`src/rtl/comp_seq_ctrl.sv`:
```
// Sequential magnitude comparator: walks two unsigned operands two bits per cycle,
// MSB slice first, stopping at the first differing slice.
module comp_seq_ctrl #(
  parameter int WIDTH = 8
) (
  input  logic             clk,
  input  logic             rst,
  input  logic             start,
  input  logic [WIDTH-1:0] A,
  input  logic [WIDTH-1:0] B,
  output logic             busy,
  output logic             done,
  output logic             eq,
  output logic             gt,
  output logic             lt
);

  localparam int NS    = WIDTH / 2;
  localparam int IDX_W = (NS > 1) ? $clog2(NS) : 1;

  typedef enum logic [1:0] {
    S_IDLE = 2'd0,
    S_RUN  = 2'd1,
    S_DONE = 2'd2
  } state_t;

  state_t             state_q, state_d;
  logic [WIDTH-1:0]   ra_q, ra_d;
  logic [WIDTH-1:0]   rb_q, rb_d;
  logic [IDX_W-1:0]   idx_q, idx_d;
  logic               eq_q, eq_d;
  logic               gt_q, gt_d;
  logic               lt_q, lt_d;
  logic [1:0]         sa, sb;

  // Mux-based slice select keeps the index arithmetic width-clean.
  function automatic logic [1:0] slice_of(input logic [WIDTH-1:0] v,
                                          input logic [IDX_W-1:0] k);
    logic [1:0] s;
    s = 2'b00;
    for (int i = 0; i < NS; i++) begin
      if (k == IDX_W'(i)) s = v[2*i +: 2];
    end
    return s;
  endfunction

  always_ff @(posedge clk) begin
    if (rst) begin
      state_q <= S_IDLE;
      ra_q    <= '0;
      rb_q    <= '0;
      idx_q   <= '0;
      eq_q    <= 1'b0;
      gt_q    <= 1'b0;
      lt_q    <= 1'b0;
    end else begin
      state_q <= state_d;
      ra_q    <= ra_d;
      rb_q    <= rb_d;
      idx_q   <= idx_d;
      eq_q    <= eq_d;
      gt_q    <= gt_d;
      lt_q    <= lt_d;
    end
  end

  always_comb begin
    state_d = state_q;
    ra_d    = ra_q;
    rb_d    = rb_q;
    idx_d   = idx_q;
    eq_d    = eq_q;
    gt_d    = gt_q;
    lt_d    = lt_q;
    sa      = slice_of(ra_q, idx_q);
    sb      = slice_of(rb_q, idx_q);
    unique case (state_q)
      S_IDLE: begin
        if (start) begin
          ra_d    = A;
          rb_d    = B;
          idx_d   = IDX_W'(NS - 1);
          eq_d    = 1'b0;
          gt_d    = 1'b0;
          lt_d    = 1'b0;
          state_d = S_RUN;
        end
      end
      S_RUN: begin
        if (sa != sb) begin
          gt_d    = (sa > sb);
          lt_d    = !(sa > sb);
          state_d = S_DONE;
        end else if (idx_q == '0) begin
          eq_d    = 1'b1;
          state_d = S_DONE;
        end else begin
          idx_d   = idx_q - 1'b1;
        end
      end
      S_DONE: state_d = S_IDLE;
      default: state_d = S_IDLE;
    endcase
  end

  // Outputs come straight from registers so no input reaches them combinationally.
  always_comb begin
    busy = (state_q == S_RUN);
    done = (state_q == S_DONE);
    eq   = eq_q;
    gt   = gt_q;
    lt   = lt_q;
  end

endmodule

```
`config.mk`:
```
export PLATFORM = sky130hd
export DESIGN_NAME = comp_seq_ctrl
export DESIGN_NICKNAME = d
export VERILOG_FILES = /design/src/rtl/comp_seq_ctrl.sv
export SDC_FILE = /design/constraint.sdc
export NUM_CORES = 1
export LEC_CHECK = 0
export CAP_MARGIN = 10
export CORE_ASPECT_RATIO = 1.5
export CORE_MARGIN = 4
export CORE_UTILIZATION = 35
export CTS_CLUSTER_SIZE = 25
export DETAILED_ROUTE_END_ITERATION = 7
export PLACE_DENSITY = 0.7
export RECOVER_POWER = 50
export SLEW_MARGIN = 30
export SYNTH_ARGS = -nofsm -noshare
export SYNTH_HDL_FRONTEND = slang
export SYNTH_SLANG_ARGS = --single-unit
```
`constraint.sdc`:
```
create_clock -name clk -period 3.1 [get_ports clk]
set_clock_uncertainty 0.05 [all_clocks]
set_input_delay 0.62 -clock clk [delete_from_list [all_inputs] [get_ports clk]]
set_output_delay 0.62 -clock clk [all_outputs]
set_load 0.02 [all_outputs]
```
### Word-level counts from Yosys, hierarchy flattened

Index checks and enable logic that the tools add are counted.

* register bits after elaboration: 23
* latch bits: 0
* RAM bits: 0
* bits in read-only memories: 0
* input port bits: 19
* output and inout port bits: 5
* word-level logic and storage cells: 54
* memories kept: 0

* add/subtract/negate cells: 1
* $mul: 0
* divide/modulo/power cells: 0
* $lt $le $gt $ge: 1
* equal/unequal tests: 12
* shifts and indexed selects: 0
* mux-type cells: 24
* bitwise operators: 0
* reduce and logical (&&, ||, !) cells: 9

Operators with widths (count)
* $mux 2: 14
* $pmux 2 s2: 2
* $reduce_and 4->1: 2
* $eq 2x2->1 const B: 3
* $ne 2x2->1 const B: 3
* $pmux 1 s2: 3
* $mux 1: 5
* $eq 2x1->1 const B: 2
* $logic_not 2->1: 2
* $ne 2x1->1 const B: 2
* $reduce_and 2->1: 2
* $ne 3x1->1 const B: 1
* $reduce_and 3->1: 1
* $gt 2x2->1: 1
* $ne 2x2->1: 1
* $reduce_bool 2->1: 1
* $sub 2x1->2 const B: 1
* $logic_not 1->1: 1

### Depth between registers and ports, before layout

* word-level depth: 9
* mapped depth: 10
* depth with buffers taken out: 9

### Least setup slack after synthesis

Ideal clock, no wire load.

* path type: register to register
* start point: reg idx_q[0]
* end point: reg idx_q[1]
* setup time: 0.134 ns
* arrival: 1.936 ns
* required time: 2.916 ns
* path slack: 0.980 ns
* cell stages (with the launch flop): 11
* path buffers: 1
* clock period less this slack: 2.120 ns
* cell sequence: dfxtp_1 -> inv_1 -> ha_1 -> clkbuf_1 -> a21oi_1 -> o21ai_0 -> a22o_1 -> ha_1 -> and4b_1 -> a211oi_1 -> a211oi_1

* longest elaborated chain between the ends: 8
* elaborated cells between the ends (all ways): 20
* classes of those cells: add/sub: 1; eq/ne: 6; mux: 11; reduce/logical: 2

Ends and longest elaborated chain
* start: declaration: RTL line 30 `logic [IDX_W-1:0] idx_q, idx_d;`
* start signal: assignment: RTL line 60 `idx_q <= idx_d;`
* $logic_not 2->1: RTL line 42, 94
* $mux 2 (4 in a row): RTL line 42 `if (k == IDX_W'(i)) s = v[2*i +: 2];`
* $ne 2x2->1: RTL line 90 `if (sa != sb) begin`
* $ne 2x2->1 (no line)
* $reduce_and 4->1 (no line)

Parallel ways exist; a longest one is shown, timed or not. The select of a mux whose other input is x is not followed.
A chain may end at the register's enable or synchronous reset.

### Worst setup path after layout

Ends and elaborated chain as after synthesis.

==> impl_metrics.py <==
metrics = {
    "cells_and_area": {
        "fill_cells": 338,
        "fin_cells": 194,
        "final_nets": 181,
        "stdcell_area_um2": 1350,
        "drive_gt1_share_pct": 3.87,
        "final_core_util_pct": 46.0,
        "antenna_cells": 0,
        "syn2layout_area_growth_pct": 24.8,
    },
    "logic_synthesis": {
        "ys_seq_elements": 23,
        "ys_top_cells_by_count": "37 x nand2_1, 26 x a21oi_1, 23 x dfxtp_1",
        "syn_inst": 135,
        "ys_types": 21,
        "synth.top_cells.by_area": "dfxtp_1 42%, nand2_1 13%, a21oi_1 12%",
        "synthMuxAreaShare_pct": 0,
        "yosysMostFrequentCell": "nand2_1",
        "ys_seq_area_share_pct": 42.5,
        "avgSynthCellArea_um2": 8.03,
        "synth_warnings": 0,
        "synth_edf_count": 0,
        "synthArstFlopShare_pct": 0,
        "synthAdderAreaFrac_pct": 6.93,
        "synth_area_leader_cell": "dfxtp_1",
        "synth_top_family_by_area": "compound AO/OA/AOI/OAI gates",
        "synth_compound_area_share_pct": 22.7,
        "synth_xor_area_share_pct": 0,
        "synthesis.nets": 160,
        "ys.flop_type": "dfxtp_1",
        "syn_area_um2": 1080,
        "synthSimpleGateAreaFrac_pct": 20.2,
        "yosysTopAreaCellShare_pct": 42.5,
    },
    "sta": {
        "min_period_ns": 2.31,
        "rsz0062_at_grt": "no",
        "hold_viol_final": 0,
        "fin_ws_ns": 0.790,
        "relSlewSlack_pct": 24.9,
        "finalCritPeriodShare_pct": 74.5,
        "max_freq_mhz": 433,
        "worst_slew_pin_slew_ns": 1.12,
        "setup_viol": 0,
        "fin_tns_setup_ns": 0,
        "final_max_slew_viol_count": 0,
    },
    "global_routing": {
        "antenna_found_initial": 0,
        "grt_pass1_vias": 1009,
        "grt-ovfl-total": 0,
        "grtUsageTotal_pct": 14.0,
        "grt_max_degree": 24,
        "grt_pass1_wl_um": 4290,
    },
    "floorplan": {
        "fp.dieH_um": 76.1,
        "rows": 24,
        "die_w_um": 53.4,
        "core_area_um2": 2940,
        "start_util_pct": 36.8,
        "pin_count": 24,
        "die_area_um2": 4070,
    },
    "clock_tree": {
        "ctsHtreeMaxLevel": 1,
        "cts_root_buffer": "clkbuf_8",
        "post_cts_resized": 0,
        "cts_sinks": 23,
        "cts.reportedPaths.clkPinSlew_ns": 0.08,
        "cts_hold_buffers": 0,
        "clockBufferDepth": 2,
        "post_cts_buffers": 0,
        "clock_latency_ns": 0.26,
        "cts_made_buffers": 3,
        "cts_tree": "done",
    },
    "critical_path": {
        "arrival_ns": 2.37,
        "critical_path_class": "flop to flop",
        "path_max_fanout": 8,
        "critPathRequiredTime_ns": 3.16,
        "startpoint_type": "flop",
        "cp-end-kind": "flop",
    },
    "placed_design": {
        "pre_cts_ws_ns": 0.824,
        "port_buffers": 23,
        "globalplace.congestion": 0.925,
        "dp.cells": 190,
        "dp_hpwl_um": 1840,
        "place_area_um2": 1310,
    },
    "detailed_routing": {
        "vias": 969,
        "wl_per_cell_um": 12.7,
        "detail-route-antenna-nets": 0,
        "dr.pass1.iters": 4,
        "viasPerCell": 4.99,
        "dr.first_iter.drc_count": 13,
        "routed_wl_um": 2470,
        "drc_errors": 0,
    },
    "power": {
        "powerDensity_nw_per_um2": 518,
        "vdd_drop_max_uv": 209,
        "p_leak_nw": 0.524,
    },
    "outcome": {
        "status": "finished clean",
    },
    "min_path": {
        "min_path_type": "flop to flop",
    },
    "flow_run": {
        "max-cap-violations": 0,
    },
}
==> registers in the layout (all words and copies together) (netlist names) <==
name,cells
ra_q,8
rb_q,8
state_q,2
idx_q,2
lt,1
gt,1
eq,1
==> power breakdown <==
group          total (W)  switching [W]  internal, W
sequential      0.000337      0.0000170     0.000320
clock           0.000182      0.0000901    0.0000916
combinational   0.000182       0.000100    0.0000818
==> cell families (layout without fill, tap and decap cells) <==
logic type | count (synthesis) | in the layout
and+or+nand+nor | 48 | 48
AOI/OAI and AO/OA | 42 | 42
DFF | 23 | 23
buffers and inverters | 16 | 36
adders and majority gates | 6 | 6
==> worst max-delay path, stage by stage (launching register included) <==
cell      delay [ns]
dfxtp_1         0.39
inv_1           0.10
ha_1            0.30
a21oi_1         0.14
o21ai_0         0.10
a22o_1          0.20
ha_1            0.32
and4b_1         0.23
a211oi_1        0.26
a211oi_1        0.08
==> path summary, 6_finish.rpt <==
kind                          from                    end  slack (ns)  cells past startpoint
max          idx_q[0]$_SDFFE_PP0P_  idx_q[1]$_SDFFE_PP0P_        0.79                      9
min           rb_q[5]$_SDFFE_PP0P_   rb_q[5]$_SDFFE_PP0P_        0.41                      2
max reg2reg  idx_q[0]$_SDFFE_PP0P_  idx_q[1]$_SDFFE_PP0P_        0.79                      9
min reg2reg   rb_q[5]$_SDFFE_PP0P_   rb_q[5]$_SDFFE_PP0P_        0.41                      2
==> stage by stage <==
step                hold slack [ns]  power [W]
floorplan                     0.386   0.000472
global placement              0.399   0.000524
detailed placement            0.398   0.000530
CTS                           0.409   0.000712
global route                  0.433   0.000752
finish                        0.410   0.000701
==> final cells by class <==
| class | count | area, µm² | area share [%] |
|---|---|---|---|
| tap | 39 | 48.8 | 3.61 |
| sequential | 23 | 460 | 34.0 |
| multi-input combinational | 96 | 534 | 39.5 |
| timing repair buffer | 23 | 230 | 17.0 |
| clock buffer | 4 | 45.0 | 3.33 |
| inverter | 9 | 33.8 | 2.50 |
==> per-layer routing <==
layer | up-vias | global-route usage [%] | part of all wire [%]
li1 | 494 | - | -
met1 | 443 | 14.9 | 39
met2 | 24 | 23.2 | 54
met3 | 8 | 2.74 | 3.4
met4 | 0 | 9.97 | 3.9
met5 | - | 0 | 0
==> cells in the final DEF (no fill, tap or decap), drive strengths merged, types with 3 or more instances in the layout <==
master / instances
clkbuf: 4
inv: 9
nor3: 3
a211oi: 4
a22oi: 4
nand2: 37
clkdlybuf4s50: 19
ha: 6
o21ai: 4
dfxtp: 23
a21oi: 26
dlygate4sd3: 4
(Power assumes the default switching activity.)
